==> config.mk <==
export PLATFORM = sky130hd
export DESIGN_NAME = elevator_call_registry
export DESIGN_NICKNAME = d
export VERILOG_FILES = /design/src/rtl/elevator_pkg.sv /design/src/rtl/btn_debounce.sv /design/src/rtl/elevator_call_registry.sv
export SDC_FILE = /design/constraint.sdc
export NUM_CORES = 1
export LEC_CHECK = 0
export ABC_CLOCK_PERIOD_IN_PS = 18550
export CAP_MARGIN = 15
export CORE_MARGIN = 5
export CORE_UTILIZATION = 59
export DETAILED_ROUTE_END_ITERATION = 16
export GPL_TIMING_DRIVEN = 1
export PLACE_DENSITY = 0.9
export SYNTH_ARGS = -nofsm -noshare
export SYNTH_HDL_FRONTEND = slang
export SYNTH_HIERARCHICAL = 1
export SYNTH_SLANG_ARGS = --single-unit
==> constraint.sdc <==
create_clock -name clk -period 18.55 [get_ports clk]
set_input_delay 3.71 -clock clk [delete_from_list [all_inputs] [get_ports clk]]
set_output_delay 3.71 -clock clk [all_outputs]
set_load 0.02 [all_outputs]
==> src/rtl/elevator_pkg.sv <==
// Shared types and constant helpers for the elevator call registry.
package elevator_pkg;

   typedef enum logic [1:0] {
      CALL_CAR  = 2'd0,
      CALL_UP   = 2'd1,
      CALL_DOWN = 2'd2
   } call_type_e;

   // Width of a floor index; never less than one bit.
   function automatic int unsigned floor_w(input int unsigned floors);
      return (floors > 1) ? $clog2(floors) : 1;
   endfunction

   // Saturation value of an age counter of the given width.
   function automatic int unsigned age_sat(input int unsigned width);
      return (width >= 32) ? 32'hFFFF_FFFF : ((32'd1 << width) - 32'd1);
   endfunction

   // Top floor has no hall-up button, floor 0 has no hall-down button.
   function automatic bit call_exists(input call_type_e kind, input int unsigned floor,
                                      input int unsigned floors);
      case (kind)
         CALL_UP:   return floor < floors - 1;
         CALL_DOWN: return floor > 0;
         default:   return floor < floors;
      endcase
   endfunction

endpackage

==> src/rtl/btn_debounce.sv <==
// Single-button debouncer: one accept pulse per high period after DEBOUNCE_CYCLES high samples.
module btn_debounce #(
   parameter int unsigned DEBOUNCE_CYCLES = 4
) (
   input  logic clk,
   input  logic reset,
   input  logic raw,
   output logic accept
);

   localparam int unsigned CNT_W = $clog2(DEBOUNCE_CYCLES + 1);
   localparam logic [CNT_W-1:0] CNT_MAX  = CNT_W'(DEBOUNCE_CYCLES);
   localparam logic [CNT_W-1:0] CNT_LAST = CNT_W'(DEBOUNCE_CYCLES - 1);

   logic [CNT_W-1:0] cnt;

   always_ff @(posedge clk) begin
      if (reset || !raw) begin
         cnt <= '0;
      end else if (cnt != CNT_MAX) begin
         cnt <= cnt + 1'b1;
      end
   end

   // Fires on the sample that takes the count to its limit, so the call latches on that same edge.
   assign accept = raw && (cnt == CNT_LAST);

endmodule

==> src/rtl/elevator_call_registry.sv <==
// Debounced call register with per-floor wait ages, direction summaries and oldest-call selection.
module elevator_call_registry
   import elevator_pkg::*;
#(
   parameter  int unsigned FLOORS          = 8,
   parameter  int unsigned DEBOUNCE_CYCLES = 4,
   parameter  int unsigned AGE_WIDTH       = 8,
   localparam int unsigned FLOOR_W         = floor_w(FLOORS)
) (
   input  logic               clk,
   input  logic               reset,
   input  logic [FLOORS-1:0]  car_btn,
   input  logic [FLOORS-2:0]  hall_up_btn,
   input  logic [FLOORS-1:1]  hall_down_btn,
   input  logic [FLOORS-1:0]  block_mask,
   input  logic               service_mode,
   input  logic [FLOORS-1:0]  clear_car,
   input  logic [FLOORS-2:0]  clear_up,
   input  logic [FLOORS-1:1]  clear_down,
   input  logic [FLOOR_W-1:0] current_floor,
   output logic [FLOORS-1:0]  car_calls,
   output logic [FLOORS-2:0]  up_calls,
   output logic [FLOORS-1:1]  down_calls,
   output logic               any_above,
   output logic               any_below,
   output logic               any_at,
   output logic [FLOOR_W-1:0] oldest_floor,
   output logic               oldest_valid
);

   localparam logic [AGE_WIDTH-1:0] AGE_MAX = AGE_WIDTH'(age_sat(AGE_WIDTH));

   logic [FLOORS-1:0]    car_acc;
   logic [FLOORS-2:0]    up_acc;
   logic [FLOORS-1:1]    down_acc;
   logic [FLOORS-1:0]    pend;
   logic [AGE_WIDTH-1:0] age [FLOORS];
   logic [AGE_WIDTH-1:0] best_age;
   logic [FLOOR_W-1:0]   best_idx;
   logic                 found;

   for (genvar f = 0; f < FLOORS; f++) begin : g_car_db
      btn_debounce #(.DEBOUNCE_CYCLES(DEBOUNCE_CYCLES)) u_db (
         .clk    (clk),
         .reset  (reset),
         .raw    (car_btn[f]),
         .accept (car_acc[f])
      );
   end

   for (genvar f = 0; f < FLOORS - 1; f++) begin : g_up_db
      btn_debounce #(.DEBOUNCE_CYCLES(DEBOUNCE_CYCLES)) u_db (
         .clk    (clk),
         .reset  (reset),
         .raw    (hall_up_btn[f]),
         .accept (up_acc[f])
      );
   end

   for (genvar f = 1; f < FLOORS; f++) begin : g_down_db
      btn_debounce #(.DEBOUNCE_CYCLES(DEBOUNCE_CYCLES)) u_db (
         .clk    (clk),
         .reset  (reset),
         .raw    (hall_down_btn[f]),
         .accept (down_acc[f])
      );
   end

   // Drop beats clear, clear beats press; a press on a blocked floor is simply lost.
   always_ff @(posedge clk) begin
      if (reset) begin
         car_calls  <= '0;
         up_calls   <= '0;
         down_calls <= '0;
      end else begin
         car_calls <= (car_calls | car_acc) & ~clear_car & ~block_mask;
         if (service_mode) begin
            up_calls   <= '0;
            down_calls <= '0;
         end else begin
            up_calls   <= (up_calls | up_acc) & ~clear_up & ~block_mask[FLOORS-2:0];
            down_calls <= (down_calls | down_acc) & ~clear_down & ~block_mask[FLOORS-1:1];
         end
      end
   end

   for (genvar f = 0; f < FLOORS; f++) begin : g_pend
      logic up_bit;
      logic down_bit;
      if (call_exists(CALL_UP, f, FLOORS)) begin : g_up
         assign up_bit = up_calls[f];
      end else begin : g_no_up
         assign up_bit = 1'b0;
      end
      if (call_exists(CALL_DOWN, f, FLOORS)) begin : g_down
         assign down_bit = down_calls[f];
      end else begin : g_no_down
         assign down_bit = 1'b0;
      end
      assign pend[f] = car_calls[f] | up_bit | down_bit;
   end

   always_ff @(posedge clk) begin
      for (int unsigned f = 0; f < FLOORS; f++) begin
         if (reset || !pend[f]) begin
            age[f] <= '0;
         end else if (age[f] != AGE_MAX) begin
            age[f] <= age[f] + 1'b1;
         end
      end
   end

   // Strictly-greater comparison keeps the lowest index on ties.
   always_comb begin
      best_age = '0;
      best_idx = '0;
      found    = 1'b0;
      for (int unsigned f = 0; f < FLOORS; f++) begin
         if (pend[f] && (!found || (age[f] > best_age))) begin
            found    = 1'b1;
            best_age = age[f];
            best_idx = FLOOR_W'(f);
         end
      end
   end

   assign oldest_floor = best_idx;
   assign oldest_valid = |pend;

   always_comb begin
      any_above = 1'b0;
      any_below = 1'b0;
      any_at    = 1'b0;
      if (32'(current_floor) < FLOORS) begin
         for (int unsigned f = 0; f < FLOORS; f++) begin
            if (pend[f]) begin
               if (f > 32'(current_floor)) any_above = 1'b1;
               if (f < 32'(current_floor)) any_below = 1'b1;
               if (f == 32'(current_floor)) any_at = 1'b1;
            end
         end
      end
   end

endmodule

After elaboration in Yosys (flattened, before gate mapping)

Memory sizes are Yosys's and may differ from the RTL's.
Cells that the tools add are included.

$mul: 0
Mux-type cells: 113
Equality and inequality tests: 59
Shift operators: 0
$add $sub $neg: 30
Magnitude comparators: 21
Reductions and logical operators: 106
Bitwise logic cells: 37
Divide/modulo/power cells: 0

Operators by type and width:

| operator            | number |
|---|---|
| $mux 8              | 15 |
| $mux 1              | 92 |
| $add 3x1->3 const B | 22 |
| $eq 3x2->1 const B  | 22 |
| $ne 3x3->1 const B  | 22 |
| $add 8x1->8 const B | 8 |
| $ne 8x8->1 const B  | 8 |
| $gt 8x8->1          | 7 |
| $logic_not 1->1     | 37 |
| $logic_or 1x1->1    | 37 |
| $logic_and 1x1->1   | 29 |
| $and 7x7->7         | 4 |
| $not 7->7           | 4 |
| $or 1x1->1          | 22 |
| $mux 3              | 6 |
| $and 8x8->8         | 2 |
| $not 8->8           | 2 |
| $or 7x7->7          | 2 |
| $eq 3x3->1 const A  | 4 |
| $gt 3x3->1 const A  | 4 |
| $lt 3x3->1 const A  | 3 |
| $or 8x8->8          | 1 |
| $reduce_or 8->1     | 1 |
| $eq 2x3->1 const A  | 2 |
| 7 further kinds     | 10 |

Bits in latches: 0
Bits in read-only memories: 0
Memories: 1
Register bits: 88
Memory bits (writable): 64
Input port bits: 58

Memories:

| memory | words | width | read ports | clocked after Yosys merged registers in | wr ports | RTL line                     | text |
|---|---|---|---|---|---|---|---|
| age    | 8     | 8     | 8          | 0                                       | 8        | elevator_call_registry.sv:37 | `logic [AGE_WIDTH-1:0] age [FLOORS];` |

Longest topological paths before layout

Gate-level depths: netlist of the first run.

Word-level depth: 30
Mapped depth: 60

By module

Netlist of the first run, hierarchy kept.

Modules (own cells, without submodules):

| module                 | cells each | instances | area each (µm²) |
|---|---|---|---|
| elevator_call_registry | 713        | 1         | 6402.4 |
| btn_debounce           | 19         | 22        | 171.4 |

Least setup slack after synthesis of the first run

No wires, ideal clock.

Path type: flip-flop to output port
Start: reg car_calls[0]
End: out oldest_floor[1]
Cell stages (with the launch flop): 59
Slack: 3725 ps
Path buffers: 6
Arrival time: 11115 ps
Cells stage by stage: dfxtp_1 > or2_1 > clkbuf_1 > nand2_1 > ha_1 > a211oi_1 > nor2_1 > o211a_1 > nor3_2 > a22o_1 > inv_1 > ha_1 > and4_1 > nand3_1 > or2_1 > o221ai_1 > buf_2 > mux2i_1 > [... 23 more ...] > o21ai_1 > ha_1 > nor2b_1 > o211ai_1 > a21oi_1 > o22ai_1 > a21o_1 > buf_6 > mux2_4 > o221ai_1 > ha_1 > nand3_1 > nor3_1 > a21oi_1 > o21ai_0 > a21o_1 > and2_1 > o21ai_1

Longest elaborated chain between the ends: 30

Ends and longest elaborated chain:

| item                                          | RTL line                      | text |
|---|---|---|
| from (decl)                                   | elevator_call_registry.sv:21  | `output logic [FLOORS-1:0] car_calls,` |
| from (signal assigned)                        | elevator_call_registry.sv:76  | `car_calls <= (car_calls \| car_acc) & ~clear_car & ~block_mask;` |
| $or 1x1->1 *                                  | elevator_call_registry.sv:100 | `assign pend[f] = car_calls[f] \| up_bit \| down_bit;` |
| $mux 8 or $mux 1 (tied branches)              | elevator_call_registry.sv:119 | `if (pend[f] && (!found \|\| (age[f] > best_age))) begin` |
| $gt 8x8->1 or $logic_not 1->1 (tied branches) | elevator_call_registry.sv:119 |  |
| $logic_or 1x1->1                              | elevator_call_registry.sv:119 |  |
| $logic_and 1x1->1                             | elevator_call_registry.sv:119 |  |
| $mux 8 or $mux 1 (tied branches)              | elevator_call_registry.sv:119 |  |
| $gt 8x8->1 or $logic_not 1->1 (tied branches) | elevator_call_registry.sv:119 |  |
| $logic_or 1x1->1                              | elevator_call_registry.sv:119 |  |
| [... 14 more ...]                             | -                             |  |
| $gt 8x8->1 or $logic_not 1->1 (tied branches) | elevator_call_registry.sv:119 |  |
| $logic_or 1x1->1                              | elevator_call_registry.sv:119 |  |
| $logic_and 1x1->1                             | elevator_call_registry.sv:119 |  |
| $mux 8 or $mux 1 (tied branches)              | elevator_call_registry.sv:119 |  |
| $gt 8x8->1 or $logic_not 1->1 (tied branches) | elevator_call_registry.sv:119 |  |
| $logic_or 1x1->1                              | elevator_call_registry.sv:119 |  |
| $logic_and 1x1->1                             | elevator_call_registry.sv:119 |  |
| $mux 3 *                                      | elevator_call_registry.sv:119 |  |
| to (decl)                                     | elevator_call_registry.sv:27  | `output logic [FLOOR_W-1:0] oldest_floor,` |

Mark *: on every way between the ends. The rest lies on a longest branch, timed or not.

Worst setup path after layout of the first run

Start: reg up_calls[0]
End: out oldest_floor[1]

Longest elaborated chain between the ends: 30

Ends and longest elaborated chain:

| item                                          | RTL line                      | text |
|---|---|---|
| from (decl)                                   | elevator_call_registry.sv:22  | `output logic [FLOORS-2:0] up_calls,` |
| from (signal assigned)                        | elevator_call_registry.sv:81  | `up_calls <= (up_calls \| up_acc) & ~clear_up & ~block_mask[FLOORS-2:0];` |
| $or 1x1->1 *                                  | elevator_call_registry.sv:100 |  |
| $mux 8 or $mux 1 (tied branches)              | elevator_call_registry.sv:119 |  |
| $gt 8x8->1 or $logic_not 1->1 (tied branches) | elevator_call_registry.sv:119 |  |
| $logic_or 1x1->1                              | elevator_call_registry.sv:119 |  |
| $logic_and 1x1->1                             | elevator_call_registry.sv:119 |  |
| $mux 8 or $mux 1 (tied branches)              | elevator_call_registry.sv:119 |  |
| $gt 8x8->1 or $logic_not 1->1 (tied branches) | elevator_call_registry.sv:119 |  |
| $logic_or 1x1->1                              | elevator_call_registry.sv:119 |  |
| [... 14 more ...]                             | -                             |  |
| $gt 8x8->1 or $logic_not 1->1 (tied branches) | elevator_call_registry.sv:119 |  |
| $logic_or 1x1->1                              | elevator_call_registry.sv:119 |  |
| $logic_and 1x1->1                             | elevator_call_registry.sv:119 |  |
| $mux 8 or $mux 1 (tied branches)              | elevator_call_registry.sv:119 |  |
| $gt 8x8->1 or $logic_not 1->1 (tied branches) | elevator_call_registry.sv:119 |  |
| $logic_or 1x1->1                              | elevator_call_registry.sv:119 |  |
| $logic_and 1x1->1                             | elevator_call_registry.sv:119 |  |
| $mux 3 *                                      | elevator_call_registry.sv:119 |  |

Marked as above.

==> reports/results.txt, run 1 <==
Relative max-transition margin -> 38.75%
Post-DP Area -> 11280 sq um
Setup tns final -> 0 ps
PD cells -> 65.65 nW/um^2
Mapped Area -> 10170 sq um
Reg power frac -> 45.4%
Final Util -> 69.73%
Yosys top cell area share -> 18.89%
Number of synthesized flops with an enable pin -> 64
Post-Route WL -> 25140 um
Avg WL per Cell -> 17.17 um
Switching part of the total -> 23.44%
Peak VDD IR -> 0.06698 mV
Endpoint type of the worst setup path -> primary output
Sink Count -> 152
Diodes inserted -> 0
Status -> finished, final reports clean
RSZ-0062 raised after global routing -> no
Worst EP arrival -> 13660 ps
Most frequent cell after synthesis -> ha_1
Post-DP HPWL -> 18220 um
Setup Slack @ Placement -> 843.1 ps
# IOs -> 87
Post-detailed-route count of antenna-violating nets -> 0
CP max-delay cell -> o221ai_2
DRT iter0 DRCs -> 755
Ys async rst share -> 0%
Synth cell count leaders -> ha_1 (130), nor2_1 (115), inv_1 (99), dfxtp_1 (88), a21oi_1 (85)
Antenna violations before repair -> 2
Fin crit share -> 93.63%
Max FO, Critical Path -> 19
Die X -> 141.3 um
Crit-path max cell delay -> 570 ps
Cells after Synth -> 1131
Global Route Usage Sum -> 25.34%
Clk buf depth -> 2
WS Path Type -> reg -> out
Largest net degree at the start of global routing -> 55
Clk pin slew, worst setup/hold paths -> 60 ps
Worst Slack Setup Final -> 1181 ps
Logic pwr share -> 6.8%
Via density -> 6.012
Die ar. -> 19970 sq um
FMAX -> 0.05757 GHz
Sw Pwr -> 0.0001836 W
CTS tree -> built
Crit-path most repeated cell -> ha_1
Final instance area -> 11940 sq um
Initial core utilization -> 59.44%
Clock root buffer -> clkbuf_16
Congestion Overflow GR -> 0
Register area share after synthesis -> 36.21%
Yosys cell types -> 61
Hold slack -> 509.0 ps
Clock share of power -> 47.8%
Slew @ Worst Pin -> 911.8 ps
Fill cells -> 1192
Core area -> 17120 sq um
Max-Cap Viols -> 0
Final nets -> 1414
DRC -> 0
Drt pass-1 iters -> 5
Post-synth top area cell -> edfxtp_1
Vias in the first global route -> 8935
Vias -> 8801
Area Overhead vs Synth -> 17.32%
Internal power -> 0.0005999 W
Layout cells sized above 1 -> 7.103%
Seq cells post-synth -> 152
Req. time, crit path -> 14840 ps
Later-pin clock latency in the skew report -> 430 ps
Final Hold Vio Count -> 0
CP startpoint kind -> flip-flop
Synthesized area per cell -> 8.995 sq um
I/O Buffers -> 86
Die height -> 141.3 um
First-pass GRT wire length -> 41690 um
Hold crit path type -> reg -> reg
H-tree depth -> 4
Final slew viol count -> 0
Cell row count -> 48
Primary FF master, synth -> dfxtp_1
Fin crit period -> 17370 ps
Num CTS Buffers -> 17
Final setup viols -> 0
P_leak -> 4.879 nW
Final setup skew -> 7.631 ps
GP Congestion -> 0.9748
Top cells by area, synth -> edfxtp_1 (19%), dfxtp_1 (17%), ha_1 (16%)
Mapped Nets -> 1319
Yosys warns -> 6
==> worst max-delay path: cells and delay by family, from the launching register on <==
kind | cells | cell delay, ps
AOI/OAI and AO/OA | 24 | 5710
and+or+nand+nor | 20 | 3800
adders and majority gates | 7 | 2020
buffers and inverters | 5 | 1300
DFF | 1 | 380
==> cell families (layout without fill, tap and decap cells) <==
family          Yosys count  count (layout)  synth area share, %
fa+ha+maj               130             130                15.99
simple gates            425             425                21.04
buf+inv                 114             222                4.305
flops                   152             152                36.21
compound gates          254             254                17.46
mux                       9               9               0.9470
xor+xnor                 47              47                4.046
==> metrics by stage <==
| stage | total power (W) | instances |
|---|---|---|
| 2_1_floorplan | 0.0003919 | 1131 |
| 6_report | 0.0007835 | 1464 |
| 5_1_grt | 0.0008088 | 1464 |
| 3_3_place_gp | 0.0004120 | 1432 |
| 4_1_cts | 0.0007862 | 1464 |
| 3_5_place_dp | 0.0004151 | 1432 |
==> routing by layer <==
layer,track usage [%],wire [um],vias up
li1,-,-,4233
met1,30.18,10160,4144
met2,43.14,12190,340
met3,7.347,2063,80
met4,10.05,698,4
met5,0,14,-
==> cell usage in the layout (no fill, tap or decap), types with 22 or more instances in the layout <==
master and instances:
a21bo_1 23, nand2_1 71, inv_1 99, nor2_1 115, dfxtp_1 88, nor4_1 22, a21oi_2 22, and2_1 26
ha_1 130, nand2b_1 29, a21o_1 31, nand3_1 84, a21oi_1 85, clkdlybuf4s50_1 85, xor2_1 31, edfxtp_1 64
==> final timing paths <==
check	from	endpoint	slack, ps	cells past startpoint
hold / removal	g_up_db[5].u_db/cnt[1]$_SDFFE_PP0P_	g_up_db[5].u_db/cnt[1]$_SDFFE_PP0P_	510	2
hold reg to reg	g_up_db[5].u_db/cnt[1]$_SDFFE_PP0P_	g_up_db[5].u_db/cnt[1]$_SDFFE_PP0P_	510	2
setup reg to reg	car_calls[4]$_SDFF_PP0_	age[1][7]$_SDFFCE_PN0P_	16670	3
setup / recovery	up_calls[0]$_SDFF_PP0_	oldest_floor[1]	1180	56
==> state kept, by name (all words and copies together), names as in the netlist <==
| register | count |
|---|---|
| down_calls | 7 |
| g_up_db.u_db/cnt | 21 |
| up_calls | 7 |
| age | 64 |
| g_down_db.u_db/cnt | 21 |
| g_car_db.u_db/cnt | 24 |
| car_calls | 8 |
==> repair_timing <==
item,4_1_cts,5_1_grt
buffers inserted,0,0
setup endpoints to repair,0,3
resized for setup,0,4
hold buffers,0,0
==> cell type report <==
class	instances	area (sq um)	share of cell area (%)
clock buffers	20	489.2	4.099
clock inverters	12	145.1	1.216
repair buffers	89	878.3	7.359
multi-input cells	865	6078	50.93
flip-flops and latches	152	3684	30.86
well taps	225	281.5	2.359
inverters	101	379.1	3.176
==> power groups by stage <==
stage | Sequential (W) | Combinational [W] | Clock (W)
finish | 0.000356 | 0.0000535 | 0.000374
global route | 0.000356 | 0.0000589 | 0.000394
CTS | 0.000356 | 0.0000533 | 0.000377
detailed placement | 0.000363 | 0.0000522 | 0
global placement | 0.000363 | 0.0000495 | 0
floorplan | 0.000362 | 0.0000301 | 0
(Power assumes the default switching activity.)
==> run 2: changes to the inputs <==
SKIP_CTS_REPAIR_TIMING = 1   (was default)
==> results of run 2 <==
Final layout, timing and power as in run 1 (identical DEF).
